**src/rtl/sdr_init_sequencer_pkg.sv**
```systemverilog
// Shared definitions for the SDR SDRAM power-up sequencer.
//   - state_e : sequencer states. The DONE_* states are reached only when
//               SDR_INIT_PERIODIC_REFRESH_EN is defined.
//   - cmd_t   : SDRAM command nibble {cs_n, ras_n, cas_n, we_n}.
//   - SDR_ADDR_W / SDR_BA_W : widths of the address and bank buses.
package sdr_pkg;

    localparam int SDR_ADDR_W = 13;
    localparam int SDR_BA_W   = 2;

    typedef enum logic [3:0] {
        ST_HOLD,
        ST_POWERUP,
        ST_PRE,
        ST_WAIT_RP,
        ST_REF,
        ST_WAIT_RFC,
        ST_LMR,
        ST_WAIT_MRD,
        ST_DONE,
        ST_DONE_REQ,   // refresh requested, waiting for grant
        ST_DONE_REF,   // one-cycle AUTO REFRESH after grant
        ST_DONE_RFC    // bus held in NOP while the refresh completes
    } state_e;

    typedef logic [3:0] cmd_t;

    localparam cmd_t CMD_NOP = 4'b0111;
    localparam cmd_t CMD_PRE = 4'b0010;
    localparam cmd_t CMD_REF = 4'b0001;
    localparam cmd_t CMD_LMR = 4'b0000;
    localparam cmd_t CMD_INH = 4'b1111;

endpackage

```
**src/rtl/sdr_init_sequencer_if.sv**
```systemverilog
// SDRAM command bus owned by the init sequencer until o_init_done.
//   master : the sequencer (drives CKE, command pins, address, bank,
//            o_init_done, o_ref_req; samples i_ref_gnt)
//   slave  : the controller/mux side (the reverse directions)
interface sdr_init_sequencer_if;
    import sdr_pkg::*;

    logic                  o_sdr_cke;
    logic                  o_sdr_cs_n;
    logic                  o_sdr_ras_n;
    logic                  o_sdr_cas_n;
    logic                  o_sdr_we_n;
    logic [SDR_ADDR_W-1:0] o_sdr_addr;
    logic [SDR_BA_W-1:0]   o_sdr_ba;
    logic                  o_init_done;
    logic                  o_ref_req;
    logic                  i_ref_gnt;

    modport master (
        output o_sdr_cke, o_sdr_cs_n, o_sdr_ras_n, o_sdr_cas_n, o_sdr_we_n,
        output o_sdr_addr, o_sdr_ba, o_init_done, o_ref_req,
        input  i_ref_gnt
    );

    modport slave (
        input  o_sdr_cke, o_sdr_cs_n, o_sdr_ras_n, o_sdr_cas_n, o_sdr_we_n,
        input  o_sdr_addr, o_sdr_ba, o_init_done, o_ref_req,
        output i_ref_gnt
    );

endinterface

```
**src/rtl/sdr_init_sequencer_sync2.sv**
```systemverilog
// Two-flop level synchronizer.
//   i_clk  : destination clock
//   i_rst  : asynchronous active-high reset, forces both flops to RST_VAL
//   i_d    : asynchronous level input
//   o_q    : synchronized level, two i_clk edges behind i_d
module sync2 #(
    parameter logic RST_VAL = 1'b1
) (
    input  logic i_clk,
    input  logic i_rst,
    input  logic i_d,
    output logic o_q
);

    logic [1:0] sync_q;
    logic [1:0] sync_d;

    always_comb begin
        sync_d = {sync_q[0], i_d};
    end

    always_ff @(posedge i_clk or posedge i_rst) begin
        if (i_rst) begin
            sync_q <= {2{RST_VAL}};
        end else begin
            sync_q <= sync_d;
        end
    end

    assign o_q = sync_q[1];

endmodule

```
**src/rtl/sdr_init_sequencer.sv**
```systemverilog
// JEDEC SDR SDRAM power-up sequencer: CKE enable, power-up wait,
// PRECHARGE ALL, NUM_REFRESH x AUTO REFRESH, LOAD MODE REGISTER, then
// o_init_done. Command spacing after PRE/REF/LMR is T_x+1 clocks.
//   i_brd_clk : board clock
//   i_brd_rst : asynchronous active-high reset
//   i_sdr_rst : SDRAM hold-off level from the clock/reset generator
//               (foreign domain, synchronized internally)
//   sdr       : command bus (master side), see sdr_init_sequencer_if
// Optional: define SDR_INIT_PERIODIC_REFRESH_EN to issue periodic AUTO
// REFRESH after init via the o_ref_req / i_ref_gnt handshake. Without it
// o_ref_req is tied low and i_ref_gnt is ignored.
module sdr_init_sequencer
    import sdr_pkg::*;
#(
    parameter int                    T_INIT_CYC  = 5000,
    parameter int                    T_RP        = 2,
    parameter int                    T_RFC       = 7,
    parameter int                    T_MRD       = 2,
    parameter int                    NUM_REFRESH = 2,
    parameter logic [SDR_ADDR_W-1:0] MODE_REG    = 13'h023,
    parameter int                    T_REFI      = 390
) (
    input  logic                 i_brd_clk,
    input  logic                 i_brd_rst,
    input  logic                 i_sdr_rst,
    sdr_init_sequencer_if.master sdr
);

    localparam logic [15:0] INIT_LOAD = 16'(T_INIT_CYC - 1);
    localparam logic [15:0] RP_LOAD   = 16'(T_RP - 1);
    localparam logic [15:0] RFC_LOAD  = 16'(T_RFC - 1);
    localparam logic [15:0] MRD_LOAD  = 16'(T_MRD - 1);
    localparam logic [15:0] REFI_LOAD = 16'(T_REFI - 1);
    localparam logic [3:0]  REF_LOAD  = 4'(NUM_REFRESH);

    logic sdr_rst_s;

    sync2 #(.RST_VAL(1'b1)) u_sync_sdr_rst (
        .i_clk (i_brd_clk),
        .i_rst (i_brd_rst),
        .i_d   (i_sdr_rst),
        .o_q   (sdr_rst_s)
    );

    state_e                state_q, state_d;
    logic [15:0]           cnt_q, cnt_d;
    logic [3:0]            rcnt_q, rcnt_d;
    cmd_t                  cmd_q, cmd_d;
    logic                  cke_q, cke_d;
    logic [SDR_ADDR_W-1:0] addr_q, addr_d;
    logic [SDR_BA_W-1:0]   ba_q, ba_d;
    logic                  done_q, done_d;
    logic                  ref_req_q, ref_req_d;
    logic                  cnt_zero;

    assign cnt_zero = (cnt_q == 16'd0);

    // Next state and counters. Wait states only decrement while nonzero,
    // so the counter can never wrap.
    always_comb begin
        state_d = state_q;
        cnt_d   = cnt_q;
        rcnt_d  = rcnt_q;
        case (state_q)
            ST_HOLD: begin
                state_d = ST_POWERUP;
                cnt_d   = INIT_LOAD;
            end
            ST_POWERUP: begin
                if (cnt_zero) state_d = ST_PRE;
                else          cnt_d   = cnt_q - 16'd1;
            end
            ST_PRE: begin
                state_d = ST_WAIT_RP;
                cnt_d   = RP_LOAD;
            end
            ST_WAIT_RP: begin
                if (cnt_zero) begin
                    state_d = ST_REF;
                    rcnt_d  = REF_LOAD;
                end else begin
                    cnt_d = cnt_q - 16'd1;
                end
            end
            ST_REF: begin
                state_d = ST_WAIT_RFC;
                cnt_d   = RFC_LOAD;
                rcnt_d  = rcnt_q - 4'd1;
            end
            ST_WAIT_RFC: begin
                if (cnt_zero) state_d = (rcnt_q != 4'd0) ? ST_REF : ST_LMR;
                else          cnt_d   = cnt_q - 16'd1;
            end
            ST_LMR: begin
                state_d = ST_WAIT_MRD;
                cnt_d   = MRD_LOAD;
            end
            ST_WAIT_MRD: begin
                // The refresh-interval count is preloaded on entry to DONE;
                // it is simply left idle when periodic refresh is disabled.
                if (cnt_zero) begin
                    state_d = ST_DONE;
                    cnt_d   = REFI_LOAD;
                end else begin
                    cnt_d = cnt_q - 16'd1;
                end
            end
`ifdef SDR_INIT_PERIODIC_REFRESH_EN
            ST_DONE: begin
                if (cnt_zero) state_d = ST_DONE_REQ;
                else          cnt_d   = cnt_q - 16'd1;
            end
            ST_DONE_REQ: begin
                if (sdr.i_ref_gnt) state_d = ST_DONE_REF;
            end
            ST_DONE_REF: begin
                state_d = ST_DONE_RFC;
                cnt_d   = RFC_LOAD;
            end
            ST_DONE_RFC: begin
                if (cnt_zero) begin
                    state_d = ST_DONE;
                    cnt_d   = REFI_LOAD;
                end else begin
                    cnt_d = cnt_q - 16'd1;
                end
            end
`else
            ST_DONE: begin
                state_d = ST_DONE;
            end
`endif
            default: begin
                state_d = ST_HOLD;
                cnt_d   = 16'd0;
                rcnt_d  = 4'd0;
            end
        endcase
        // Hold-off overrides everything, including the HOLD exit above.
        if (sdr_rst_s) begin
            state_d = ST_HOLD;
            cnt_d   = 16'd0;
            rcnt_d  = 4'd0;
        end
    end

    // Outputs are decoded from the next state so each registered pin lines
    // up with the state it belongs to; a command state lasts one cycle, so
    // each command is on the bus for exactly one clock.
    always_comb begin
        cke_d     = 1'b1;
        cmd_d     = CMD_NOP;
        addr_d    = '0;
        ba_d      = '0;
        done_d    = 1'b0;
        ref_req_d = 1'b0;
        case (state_d)
            ST_HOLD: begin
                cke_d = 1'b0;
                cmd_d = CMD_INH;
            end
            ST_PRE: begin
                cmd_d      = CMD_PRE;
                addr_d[10] = 1'b1;
            end
            ST_REF:      cmd_d = CMD_REF;
            ST_LMR: begin
                cmd_d  = CMD_LMR;
                addr_d = MODE_REG;
            end
            ST_DONE:     done_d = 1'b1;
            ST_DONE_REQ: begin
                done_d    = 1'b1;
                ref_req_d = 1'b1;
            end
            ST_DONE_REF: begin
                done_d = 1'b1;
                cmd_d  = CMD_REF;
            end
            ST_DONE_RFC: done_d = 1'b1;
            default: begin
                cmd_d = CMD_NOP;
            end
        endcase
    end

    always_ff @(posedge i_brd_clk or posedge i_brd_rst) begin
        if (i_brd_rst) begin
            state_q   <= ST_HOLD;
            cnt_q     <= 16'd0;
            rcnt_q    <= 4'd0;
            cmd_q     <= CMD_INH;
            cke_q     <= 1'b0;
            addr_q    <= '0;
            ba_q      <= '0;
            done_q    <= 1'b0;
            ref_req_q <= 1'b0;
        end else begin
            state_q   <= state_d;
            cnt_q     <= cnt_d;
            rcnt_q    <= rcnt_d;
            cmd_q     <= cmd_d;
            cke_q     <= cke_d;
            addr_q    <= addr_d;
            ba_q      <= ba_d;
            done_q    <= done_d;
            ref_req_q <= ref_req_d;
        end
    end

    assign sdr.o_sdr_cke   = cke_q;
    assign sdr.o_sdr_cs_n  = cmd_q[3];
    assign sdr.o_sdr_ras_n = cmd_q[2];
    assign sdr.o_sdr_cas_n = cmd_q[1];
    assign sdr.o_sdr_we_n  = cmd_q[0];
    assign sdr.o_sdr_addr  = addr_q;
    assign sdr.o_sdr_ba    = ba_q;
    assign sdr.o_init_done = done_q;

`ifdef SDR_INIT_PERIODIC_REFRESH_EN
    assign sdr.o_ref_req = ref_req_q;
`else
    // The request state is unreachable here; keep the pin hard low.
    logic unused_ref;
    assign unused_ref    = ref_req_q ^ sdr.i_ref_gnt;
    assign sdr.o_ref_req = 1'b0;
`endif

endmodule

```
**src/flat_wrapper.sv**
```systemverilog
// flat-port wrapper written by rule: the top's interface ports become plain ports
module sdr_init_sequencer_flat import sdr_pkg::*;
#(
    parameter int                    T_INIT_CYC  = 5000,
    parameter int                    T_RP        = 2,
    parameter int                    T_RFC       = 7,
    parameter int                    T_MRD       = 2,
    parameter int                    NUM_REFRESH = 2,
    parameter logic [SDR_ADDR_W-1:0] MODE_REG    = 13'h023,
    parameter int                    T_REFI      = 390
)
  (i_brd_clk, i_brd_rst, i_sdr_rst, sdr_o_sdr_cke, sdr_o_sdr_cs_n, sdr_o_sdr_ras_n, sdr_o_sdr_cas_n, sdr_o_sdr_we_n, sdr_o_sdr_addr, sdr_o_sdr_ba, sdr_o_init_done, sdr_o_ref_req, sdr_i_ref_gnt);
  sdr_init_sequencer_if sdr_i ();
  input  logic i_brd_clk;
  input  logic i_brd_rst;
  input  logic i_sdr_rst;
  output wire logic [$bits(sdr_i.o_sdr_cke)-1:0] sdr_o_sdr_cke;
  output wire logic [$bits(sdr_i.o_sdr_cs_n)-1:0] sdr_o_sdr_cs_n;
  output wire logic [$bits(sdr_i.o_sdr_ras_n)-1:0] sdr_o_sdr_ras_n;
  output wire logic [$bits(sdr_i.o_sdr_cas_n)-1:0] sdr_o_sdr_cas_n;
  output wire logic [$bits(sdr_i.o_sdr_we_n)-1:0] sdr_o_sdr_we_n;
  output wire logic [$bits(sdr_i.o_sdr_addr)-1:0] sdr_o_sdr_addr;
  output wire logic [$bits(sdr_i.o_sdr_ba)-1:0] sdr_o_sdr_ba;
  output wire logic [$bits(sdr_i.o_init_done)-1:0] sdr_o_init_done;
  output wire logic [$bits(sdr_i.o_ref_req)-1:0] sdr_o_ref_req;
  input wire logic [$bits(sdr_i.i_ref_gnt)-1:0] sdr_i_ref_gnt;
  assign sdr_o_sdr_cke = sdr_i.o_sdr_cke;
  assign sdr_o_sdr_cs_n = sdr_i.o_sdr_cs_n;
  assign sdr_o_sdr_ras_n = sdr_i.o_sdr_ras_n;
  assign sdr_o_sdr_cas_n = sdr_i.o_sdr_cas_n;
  assign sdr_o_sdr_we_n = sdr_i.o_sdr_we_n;
  assign sdr_o_sdr_addr = sdr_i.o_sdr_addr;
  assign sdr_o_sdr_ba = sdr_i.o_sdr_ba;
  assign sdr_o_init_done = sdr_i.o_init_done;
  assign sdr_o_ref_req = sdr_i.o_ref_req;
  assign sdr_i.i_ref_gnt = sdr_i_ref_gnt;
  sdr_init_sequencer #(.T_INIT_CYC(T_INIT_CYC), .T_RP(T_RP), .T_RFC(T_RFC), .T_MRD(T_MRD), .NUM_REFRESH(NUM_REFRESH), .MODE_REG(MODE_REG), .T_REFI(T_REFI)) u_core (.i_brd_clk(i_brd_clk), .i_brd_rst(i_brd_rst), .i_sdr_rst(i_sdr_rst), .sdr(sdr_i));
endmodule
```
**config.mk**
```make
export PLATFORM = sky130hd
export DESIGN_NAME = sdr_init_sequencer_flat
export DESIGN_NICKNAME = d
export VERILOG_FILES = /design/src/rtl/sdr_init_sequencer_pkg.sv /design/src/rtl/sdr_init_sequencer_if.sv /design/src/rtl/sdr_init_sequencer_sync2.sv /design/src/rtl/sdr_init_sequencer.sv /design/src/flat_wrapper.sv
export SDC_FILE = /design/constraint.sdc
export NUM_CORES = 1
export LEC_CHECK = 0
export ABC_AREA = 1
export BUFFER_PORTS_ARGS = -buffer_cell sky130_fd_sc_hd__buf_2
export CAP_MARGIN = 20
export CORE_MARGIN = 2
export CORE_UTILIZATION = 60
export DETAILED_ROUTE_END_ITERATION = 8
export PLACE_DENSITY = 0.82
export SLEW_MARGIN = 5
export SYNTH_ARGS = -nofsm -noshare
export SYNTH_HDL_FRONTEND = slang
export SYNTH_SLANG_ARGS = --single-unit
```
**constraint.sdc**
```tcl
create_clock -name i_brd_clk -period 3.4 [get_ports i_brd_clk]
set_clock_uncertainty 0.05 [all_clocks]
set_input_delay 0.34 -clock i_brd_clk [delete_from_list [all_inputs] [get_ports i_brd_clk]]
set_output_delay 0.34 -clock i_brd_clk [all_outputs]
set_load 0.005 [all_outputs]
```
==> results of run 1 <==
-- power groups by stage --
stage / clock network (W) / registers (W) / logic [W]
CTS: 0.000297 / 0.000467 / 0.000308
global route: 0.000320 / 0.000471 / 0.000349
finish: 0.000288 / 0.000468 / 0.000308
detailed placement: 0 / 0.000474 / 0.000307
global placement: 0 / 0.000473 / 0.000301
floorplan: 0 / 0.000466 / 0.000270
-- state kept, by name (all words and copies together) (netlist names) --
register                      count
u_core.cnt_q                     16
u_core.cmd_q                      4
u_core.rcnt_q                     4
u_core.state_q                    4
u_core.sdr.o_sdr_addr             2
u_core.u_sync_sdr_rst.sync_q      2
u_core.sdr.o_init_done            1
u_core.sdr.o_sdr_cke              1
-- cells in the mapped netlist, types with 2 or more instances --
library cell | instances | share of area
nand2_1 | 77 | 0.13
inv_1 | 35 | 0.058
nor2_1 | 33 | 0.054
dfrtp_1 | 28 | 0.31
nand3_1 | 25 | 0.055
buf_4 | 14 | 0.046
inv_2 | 11 | 0.018
nand4_1 | 9 | 0.025
nor2_2 | 9 | 0.025
nand2_2 | 8 | 0.022
a21oi_1 | 7 | 0.015
nor2_4 | 7 | 0.035
o21ai_0 | 7 | 0.015
dfstp_2 | 6 | 0.069
nand2_4 | 4 | 0.020
o21ai_2 | 4 | 0.015
buf_6 | 3 | 0.015
ha_1 | 3 | 0.016
xnor2_1 | 3 | 0.012
xor2_1 | 3 | 0.012
nor3_1 | 2 | 0.0044
o211ai_1 | 2 | 0.0066
o21ai_1 | 2 | 0.0044
-- cells by family (layout without fill, tap and decap cells) --
logic type | after synthesis | after routing | share of synthesized area
AO/OA/AOI/OAI | 23 | 23 | 0.0602
adder cells (fa/ha/maj) | 3 | 3 | 0.0164
AND/OR/NAND/NOR | 177 | 177 | 0.382
flip-flops | 34 | 34 | 0.376
XOR/XNOR | 6 | 6 | 0.0230
other | 1 | 12 | 0.00164
buffers and inverters | 65 | 68 | 0.141
-- path summary, 6_finish.rpt --
check / start / end / slack [ps]
max in group asynchronous: i_brd_rst / u_core.cmd_q[1] / 2890
min in group i_brd_clk: i_sdr_rst / u_core.u_sync_sdr_rst.sync_q[0] / 100
min reg2reg: u_core.u_sync_sdr_rst.sync_q[0] / u_core.u_sync_sdr_rst.sync_q[1] / 300
max reg2reg: u_core.cnt_q[0] / u_core.cnt_q[15] / 1430
min: i_brd_rst / u_core.cnt_q[1] / 70
max: u_core.cnt_q[0] / u_core.cnt_q[15] / 1430
-- worst max-delay path, delay by kind of cell, from the launching register on --
family,cells,cell delay [ps]
simple gates,8,1050
flops,1,390
fa+ha+maj,1,240
buf+inv,2,140
-- layout make-up --
| type | instances | area share |
|---|---|---|
| clock buffers | 6 | 0.0303 |
| flip-flops and latches | 34 | 0.359 |
| clock inverters | 2 | 0.00418 |
| well taps | 48 | 0.0251 |
| repair buffers | 13 | 0.0282 |
| inverters | 47 | 0.0748 |
| multi-input cells | 221 | 0.479 |
-- per-stage QoR --
step	total power (W)	instance area, µm²	cells
detailed placement	0.000781	2310	363
global route	0.00114	2390	371
finish	0.00106	2390	371
floorplan	0.000736	2330	320
global placement	0.000774	2310	363
CTS	0.00107	2390	371
-- per-layer routing --
metal / up-vias / GRT usage
met5: - / 0
met4: 0 / 0.0911
met3: 4 / 0.0719
met2: 48 / 0.381
met1: 855 / 0.300
li1: 963 / -
==> results_dict.tcl, run 1 <==
set metrics [dict create \
    power.share.clock 0.271 \
    final_common_cell "nand2_1" \
    cts_sinks 34 \
    postCtsSetupRepairBufs 0 \
    start_kind "register" \
    fp.dieW_um 65.7 \
    drc 0 \
    status "completed" \
    seq_area_frac_synth 0.376 \
    synth_area_um2 2280 \
    required_ps 3540 \
    maxCapViolations 0 \
    power_leakage_nw 1.33 \
    core_um2 3660 \
    grt_pass1_vias 1699 \
    critical-path-max-stage-delay_ps 390 \
    p_sw_w 0.000384 \
    multi_input_area_um2 1140 \
    arrival_ps 2120 \
    io_pins 26 \
    p_int_w 0.000680 \
    seq_power_share 0.440 \
    synth_edf_count 0 \
    top_layer "met4" \
    hpwlAfterDp_um 3360 \
    grt_pass1_wl_um 7690 \
    max_freq_mhz 506 \
    place_congestion 0.951 \
    yosys.cell_types.count 30 \
    fillCellCount 331 \
    avgSynthCellArea_um2 7.39 \
    wl_per_cell_um 11.9 \
    slew_violations 0 \
    async_reset_ff_frac 1.00 \
    p_comb_frac 0.290 \
    finalCritPeriodShare 0.581 \
    critPathMostFrequentCell "nand2_1" \
    ys_warn_count 0 \
    layout_common_cells "nand2_1, inv_1, nor2_1, dfrtp_1, nand3_1" \
    hold_path_class "in -> async" \
    syn_to_final_growth_pct 4.71 \
    dr.pass1.iters 5 \
    slowest_stage "dfrtp_1" \
    cts_made_buffers 5 \
    htree_levels 2 \
    die_y_um 65.7 \
    cts_buffer_depth 2 \
    fin_setup_tns_ps 0 \
    drive_gt1_frac 0.223 \
    grt_max_degree 35 \
    min_period_ps 1970 \
    route.met2.wl_um 2190 \
    num_rows 22 \
    die_area_um2 4320 \
    antenna_found_initial 0 \
    worstPathCellList "inv_1 -> ha_1 -> nand2_2 -> nor2_4 -> nand2_2 -> nand2_1 -> nand2_1 -> nand3_1 -> nand2_1 -> nand2_1 -> inv_1" \
    drt-met1-wl_um 2000 \
    power_density_nw_per_um2 445 \
    ant_nets 0 \
    worstSkewPairLatency_ps 290 \
    via_per_inst 5.04 \
    swShare 0.360 \
    synth_ff_type "dfrtp_1" \
    grt_usage 0.238 \
    finalHoldViolCount 0 \
    overflow 0 \
    syn_inst 309 \
    r2r_cells 11 \
    initial_core_util 0.624 \
    wl_met3_um 192 \
    cts_root_buffer "clkbuf_8" \
    regArea_um2 858 \
    pre_cts_slack_ps 1420 \
    whs_ps 68.1 \
    clkSlewWorstSetupHoldPaths_ps 70 \
    cts_resized 0 \
    final_util 0.653 \
    drt-total-wl_um 4420 \
    grt_setup_unrepaired "false" \
    portBuffers 12 \
    end_kind "register" \
    yosys_register_bits 34 \
    nets 329 \
    finalSetupViolations 0 \
    cts_tree "done" \
    drt_iter0_markers 129 \
    diodes 0 \
    ir_worst_vdd_uv 321 \
    fin_ws_ps 1430 \
    vias 1870 \
    critical_path_class "reg -> reg" \
    cts_hold_buffers 0 \
    critPathMaxFanout 11 \
]
No activity file was read; power rests on OpenSTA's default activity.
==> inputs of run 2 (changes only) <==
- CORE_UTILIZATION: 60 -> 58
- PLACE_DENSITY: 0.82 -> 0.79
- clock period: 3.4 -> 1.9 ns (I/O delays scaled with it)
==> run 2 against run 1 <==
  * Sequential power increased by 78%
  * Critical endpoint is now u_core.cnt_q[3]
  * Final area increased by 5.6%
  * First-iteration DRC count rose by 0.78%
  * Die area is 3.2% higher
  * Largest cell class unchanged
  * Critical path type unchanged
  * Clock power up 92%
==> results_dict.tcl, run 2 (same netlist as run 1, synthesis figures left out) <==
set metrics [dict create \
    slew_violations 0 \
    portBuffers 12 \
    drc 0 \
    arrival_ps 1880 \
    drt-total-wl_um 4840 \
    final_common_cell "nand2_1" \
    dr.pass1.iters 4 \
    worstSkewPairLatency_ps 290 \
    critical_path_class "reg -> reg" \
    drt_iter0_markers 130 \
    finalHoldViolCount 0 \
    maxCapViolations 0 \
    p_sw_w 0.000714 \
    end_kind "register" \
    status "completed" \
    cts_tree "done" \
    r2r_cells 11 \
    start_kind "register" \
    max_freq_mhz 570 \
    swShare 0.352 \
    die_area_um2 4460 \
    fp.dieW_um 66.8 \
    seq_power_share 0.412 \
    htree_levels 2 \
    grt_pass1_vias 1842 \
    dp_cells 374 \
    p_int_w 0.00131 \
    wl_met3_um 268 \
    regArea_um2 858 \
    power.share.clock 0.273 \
    clkSlewWorstSetupHoldPaths_ps 70 \
    place_congestion 0.943 \
    power_density_nw_per_um2 803 \
    largest-register "u_core.cnt_q" \
    finalCritPeriodShare 0.924 \
    cts_buffer_depth 2 \
    die_y_um 66.8 \
    wl_per_cell_um 12.6 \
    grt_usage 0.251 \
    io_pins 26 \
    ant_nets 0 \
    whs_path_depth 0 \
    fillCellCount 333 \
    vias 1949 \
    p_comb_frac 0.315 \
    num_rows 22 \
    grt_max_degree 35 \
    initial_core_util 0.615 \
    diodes 0 \
    min_period_ps 1750 \
    multi_input_area_um2 1160 \
    drt-met1-wl_um 2200 \
    critPathMaxFanout 13 \
    fin_cells 385 \
    cts_sinks 34 \
    largest_reg_flops 16 \
    ir_worst_vdd_uv 509 \
    hold_path_class "reg -> reg" \
    final_util 0.680 \
    top_layer "met4" \
    layout_common_cells "nand2_1, inv_1, nor2_1, dfrtp_1, nand3_1" \
    overflow 0 \
    route.met2.wl_um 2330 \
    antenna_found_initial 0 \
    grt_pass1_wl_um 8350 \
    cts_made_buffers 5 \
    via_per_inst 5.06 \
    syn_to_final_growth_pct 10.6 \
    core_um2 3720 \
    cts_root_buffer "clkbuf_8" \
    required_ps 2020 \
    hpwlAfterDp_um 3630 \
    power_leakage_nw 1.40 \
    drive_gt1_frac 0.258 \
    finalSetupViolations 0 \
    nets 343 \
]
run 2: cell count changes in the layout (fill, tap and decap cells not counted):
cell	previous run	this run
buf_4	1	13
ha_1	3	2
nor2_1	33	32
inv_2	11	12
clkinv_2	2	1
dlygate4sd3_1	0	2
ha_4	0	1
inv_1	35	34
nor2_2	9	10
clkbuf_8	5	6
run 2: per-layer routing:
metal | up-vias | global-route usage
li1 | 985 | -
met1 | 902 | 0.339
met2 | 56 | 0.394
met3 | 6 | 0.0625
met4 | 0 | 0.0791
met5 | - | 0
run 2: path summary, 6_finish.rpt:
kind | from | to | slack, ps
max in group asynchronous | i_brd_rst | u_core.cmd_q[1] | 980
worst max-delay path | u_core.cnt_q[0] | u_core.cnt_q[3] | 150
worst max register to register | u_core.cnt_q[0] | u_core.cnt_q[3] | 150
worst min register to register | u_core.u_sync_sdr_rst.sync_q[0] | u_core.u_sync_sdr_rst.sync_q[1] | 300
min in group asynchronous | i_brd_rst | u_core.rcnt_q[2] | 480
worst min-delay path | u_core.u_sync_sdr_rst.sync_q[0] | u_core.u_sync_sdr_rst.sync_q[1] | 300
run 2: critical path, stage by stage, from the launching register on:
cell and delay [ps]:
dfrtp_1 410, inv_2 100, ha_4 160, nand2_2 70
nor2_4 200, nand2_4 80, nor2_4 130, nand2_4 110
nand2_8 110, inv_4 90, nand4_1 80, nand2_1 60
run 2: through the flow:
step	worst slack, ps	setup TNS [ps]	cell area (µm²)	hold WS (ps)	total power [W]
2_1_floorplan	165	0	2330	144	0.00132
3_3_place_gp	126	0	2390	244	0.00144
3_5_place_dp	72.8	0	2390	248	0.00146
4_1_cts	54.7	0	2500	307	0.00201
5_1_grt	-1.13	-1.13	2530	308	0.00216
6_report	145	0	2530	297	0.00203
run 2: timing repair:
| item | in CTS | in global routing |
|---|---|---|
| endpoints found under the hold margin | 29 | 0 |
| gates resized for setup | 0 | 4 |
| setup endpoints to repair | 0 | 19 |
| hold buffers | 2 | 0 |
| buffers inserted | 0 | 1 |
run 2: cell type report:
type	count	share of cell area
Multi-Input combinational cell	221	0.459
Inverter	47	0.0708
Timing Repair Buffer	27	0.0703
Tap cell	48	0.0238
Clock buffer	7	0.0342
Sequential cell	34	0.340
Clock inverter	1	0.00198
run 2: power by group through the flow:
stage | clock (W) | combinational, W | sequential, W
2_1_floorplan | 0 | 0.000484 | 0.000834
3_3_place_gp | 0 | 0.000597 | 0.000843
3_5_place_dp | 0 | 0.000611 | 0.000845
4_1_cts | 0.000560 | 0.000616 | 0.000833
5_1_grt | 0.000595 | 0.000728 | 0.000841
6_report | 0.000553 | 0.000639 | 0.000835
